**src/rtl/gray_cnt.sv**
```systemverilog
// Registered up/down Gray-code counter with a 1-deep valid/ready output stage.
// Binary and Gray codes are both registered, so gray_out never glitches.
module gray_cnt #(
  parameter int unsigned WIDTH = 4,
  parameter bit          WRAP  = 1'b1
) (
  input  logic             clk,
  input  logic             rst_n,
  input  logic             en,
  input  logic             up,
  input  logic             load,
  input  logic [WIDTH-1:0] load_val,
  input  logic             out_ready,
  output logic [WIDTH-1:0] gray_out,
  output logic [WIDTH-1:0] bin_out,
  output logic             out_valid,
  output logic             tc
);

  logic [WIDTH-1:0] bin_q, bin_d;
  logic [WIDTH-1:0] gray_q, gray_d;
  logic             valid_q, valid_d;
  logic             tc_q, tc_d;
  logic             accept, step, at_limit;

  assign accept   = valid_q & out_ready;
  assign step     = en & ~load & (~valid_q | out_ready);
  assign at_limit = up ? (bin_q == {WIDTH{1'b1}}) : (bin_q == {WIDTH{1'b0}});

  always_comb begin
    bin_d   = bin_q;
    valid_d = valid_q & ~accept;
    tc_d    = 1'b0;
    if (load) begin
      // Load overrides backpressure; an unaccepted code is dropped.
      bin_d   = load_val;
      valid_d = 1'b1;
    end else if (step) begin
      if (at_limit) begin
        tc_d = 1'b1;
        if (WRAP) begin
          bin_d   = up ? {WIDTH{1'b0}} : {WIDTH{1'b1}};
          valid_d = 1'b1;
        end
      end else begin
        bin_d   = up ? bin_q + WIDTH'(1) : bin_q - WIDTH'(1);
        valid_d = 1'b1;
      end
    end
  end

  assign gray_d = bin_d ^ (bin_d >> 1);

  always_ff @(posedge clk or negedge rst_n) begin
    if (!rst_n) begin
      bin_q   <= '0;
      gray_q  <= '0;
      valid_q <= 1'b0;
      tc_q    <= 1'b0;
    end else begin
      bin_q   <= bin_d;
      gray_q  <= gray_d;
      valid_q <= valid_d;
      tc_q    <= tc_d;
    end
  end

  assign bin_out   = bin_q;
  assign gray_out  = gray_q;
  assign out_valid = valid_q;
  assign tc        = tc_q;

endmodule

```
**config.mk**
```make
export PLATFORM = sky130hd
export DESIGN_NAME = gray_cnt
export DESIGN_NICKNAME = d
export VERILOG_FILES = /design/src/rtl/gray_cnt.sv
export SDC_FILE = /design/constraint.sdc
export NUM_CORES = 1
export LEC_CHECK = 0
export CORE_AREA = 4 4 41 43
export CTS_CLUSTER_SIZE = 40
export DETAILED_ROUTE_END_ITERATION = 10
export DIE_AREA = 0 0 45 47
export PLACE_DENSITY = 0.77
export SYNTH_ARGS = -nofsm -noshare
export SYNTH_HDL_FRONTEND = slang
export SYNTH_SLANG_ARGS = --single-unit
```
**constraint.sdc**
```tcl
create_clock -name clk -period 5.9 [get_ports clk]
set_input_delay 1.18 -clock clk [delete_from_list [all_inputs] [get_ports clk]]
set_output_delay 1.18 -clock clk [all_outputs]
set_load 0.1 [all_outputs]
```
==> run metrics <==
Max Clock Freq 312 MHz; die area 2120 um2; MaxCap Viol Count 0; Synth Area per Inst ~10 um2; drt pass-1 iters 2; CTS resizes 0; core area 1300 um2; CTS Sinks 9; initial antenna violation count 0; Setup crit end bin_out[2]; synthesis-stage register bit count 9; Ports 20; largest net degree at the start of global routing 12; Synth Area in Compound Gates 0.218; layout cells sized above 1 0.128; Reg-to-Reg End gray_out[2]; Cell Area, Synth ~570 um2; TritonCTS buffer count 3; # hold bufs at CTS 0; R2R depth 7; RSZ-0062 raised after global routing no; Post-Route WL about 1200 um; DP Worst Slack between 2 and 2.5 ns; Setup Skew 0.00358 ns; FF-to-FF setup slack 3.75 ns; clock-pin transition on the worst setup and hold timing paths 0.06 ns; Worst path depth 1; worst slew pin tran 0.968 ns; worst path cell trace clkdlybuf4s50_1; slew margin rel. 0.353; n_diodes 0; setup repair bufs after CTS 0; Residual DRC 0; Fillers roughly 140; Unique masters post-synth 25; slowest stage cell, crit path clkdlybuf4s50_1; HPWL after DPL approximately 930 um; GRT overflow 0; gr usage total 0.150; Crit Path Max Fanout 8; largest family of logic cells by synthesized area compound AO/OA/AOI/OAI gates; CTS tree built; Max VDD drop approximately 0.19 mV; global-route wire length before repair 2240 um; post-DR wirelength/cell 13.1 um; Ys Warns 0; initial core utilization 0.441; Reg-to-Reg Start bin_out[2]; area grow syn2layout 39.0%; Clock Latency Late Sink 0.26 ns; Detail Route Antenna Nets 0; final worst setup slack 2.70 ns; fin. max-slew vios 0; sequential share of the synthesized area 0.392; worst hold path stage count 2; Max clock buf depth 2; Final nets around 90; Post-Synth Adder-Cell Area 0.0784; multiplexer area fraction after synthesis 0; initial DRC count 7; Crit path largest cell delay between 1 and 1.5 ns; WP data required between 4 and 5 ns; Synth Area in Simple Gates 0.161; CP endpoint kind primary output; Die Wd between 40 and 50 um; Setup Viol. Count Final 0; post-synthesis cell count 57; root buf cell clkbuf_4; power per cell area between 300 and 400 nW/um2; port bufs 19; outcome completed; syn nets 70; Die Ht between 40 and 50 um; H-tree depth 1; worst hold path class flip-flop to flip-flop; fin crit share 0.543; vias in the first global route 540; number of vias per cell around 5.2; cell family with most CP delay buffers and inverters; Setup TNS 0 ns; via count 487; Final Hold Fails 0; Tmin final approximately 3.2 ns; crit path DAT slightly above 2 ns; Crit. Startpoint bin_out[2]; type of the worst setup path flip-flop to primary output; routability cong. 0.804; standby leakage power 0.331 nW; row cnt 13; Worst Path Buf+Inv 1; Worst setup SP type flip-flop; post-synthesis xor/xnor area fraction 0.0915
[cells in the mapped netlist]
cell	instances	area, um2
nor3_1	1	5.00
a221oi_2	1	15.0
buf_4	1	7.51
nand2b_1	1	6.26
o21ai_1	2	10.0
or4_1	1	7.51
xnor2_1	3	26.3
or2_2	1	6.26
a21oi_1	6	30.0
clkbuf_1	1	3.75
and3_1	1	6.26
nand2_1	4	15.0
xor2_1	3	26.3
fa_1	1	20.0
inv_1	6	22.5
a2111oi_4	1	27.5
a21oi_2	1	8.76
nor4_2	1	12.5
dfrtp_1	9	225
a211oi_1	1	7.51
nand3_1	1	5.00
nor2_1	6	22.5
ha_1	2	25.0
a221oi_4	1	26.3
nor2_2	1	6.26
[final cells by class]
cell class / count / area (um2) / area share
Timing Repair Buffer: 19 / 190 / 0.238
Clock buffer: 4 / 26.3 / 0.0329
Inverter: 6 / 22.5 / 0.0282
Tap cell: 15 / 18.8 / 0.0235
Sequential cell: 9 / 225 / 0.282
Multi-Input combinational cell: 40 / 315 / 0.395
[worst min-delay path by stage]
stage	from	slack, ns	to
after floorplan	rst_n	0.88	bin_out[0]
after global placement	out_valid	0.54	out_valid
after detailed placement	out_valid	0.57	out_valid
after CTS	out_valid	0.59	out_valid
after global routing	out_valid	0.63	out_valid
final	out_valid	0.59	out_valid
[state kept, by name, indices dropped and copies added (netlist names)]
name and flops:
bin_out 4, gray_out 3, out_valid 1, tc 1
[power breakdown]
group	internal, W	switching (W)
sequential	0.0000715	0.00000824
clock	0.0000260	0.0000212
combinational	0.0000448	0.000115
total	0.000142	0.000145
[routing by layer]
layer	track usage	routed length [um]
met2	0.254	619
met5	0	0
met1	0.174	517
met3	0.0460	71
met4	0.0702	12
[cell usage in the layout (no fill, tap or decap), drive strengths merged]
cell / instances
clkdlybuf4s50: 19
xnor2: 3
dfrtp: 9
nor3: 1
inv: 6
a2111oi: 1
fa: 1
a21oi: 7
nand3: 1
a211oi: 1
clkbuf: 4
a221oi: 2
o21ai: 2
nor4: 1
nand2: 4
or4: 1
nor2: 7
and3: 1
ha: 2
xor2: 3
or2: 1
nand2b: 1
[stage by stage]
step                      hold WS (ns)  area, um2  total power [W]   util  std cells
after floorplan                  0.884        574         0.000205      -         57
after global placement           0.540        772         0.000240  0.593         89
after detailed placement         0.572        772         0.000242  0.593         89
after CTS                        0.585        798         0.000289  0.613         93
after global routing             0.628        798         0.000305  0.613         93
final                            0.588        798         0.000287  0.613         93
[cells by family (layout without fill, tap and decap cells)]
group,count (synthesis),after routing
buf+inv,8,29
compound gates,13,13
xor+xnor,6,6
flops,9,9
simple gates,18,18
fa+ha+maj,3,3
No activity file was read; power rests on OpenSTA's default activity.
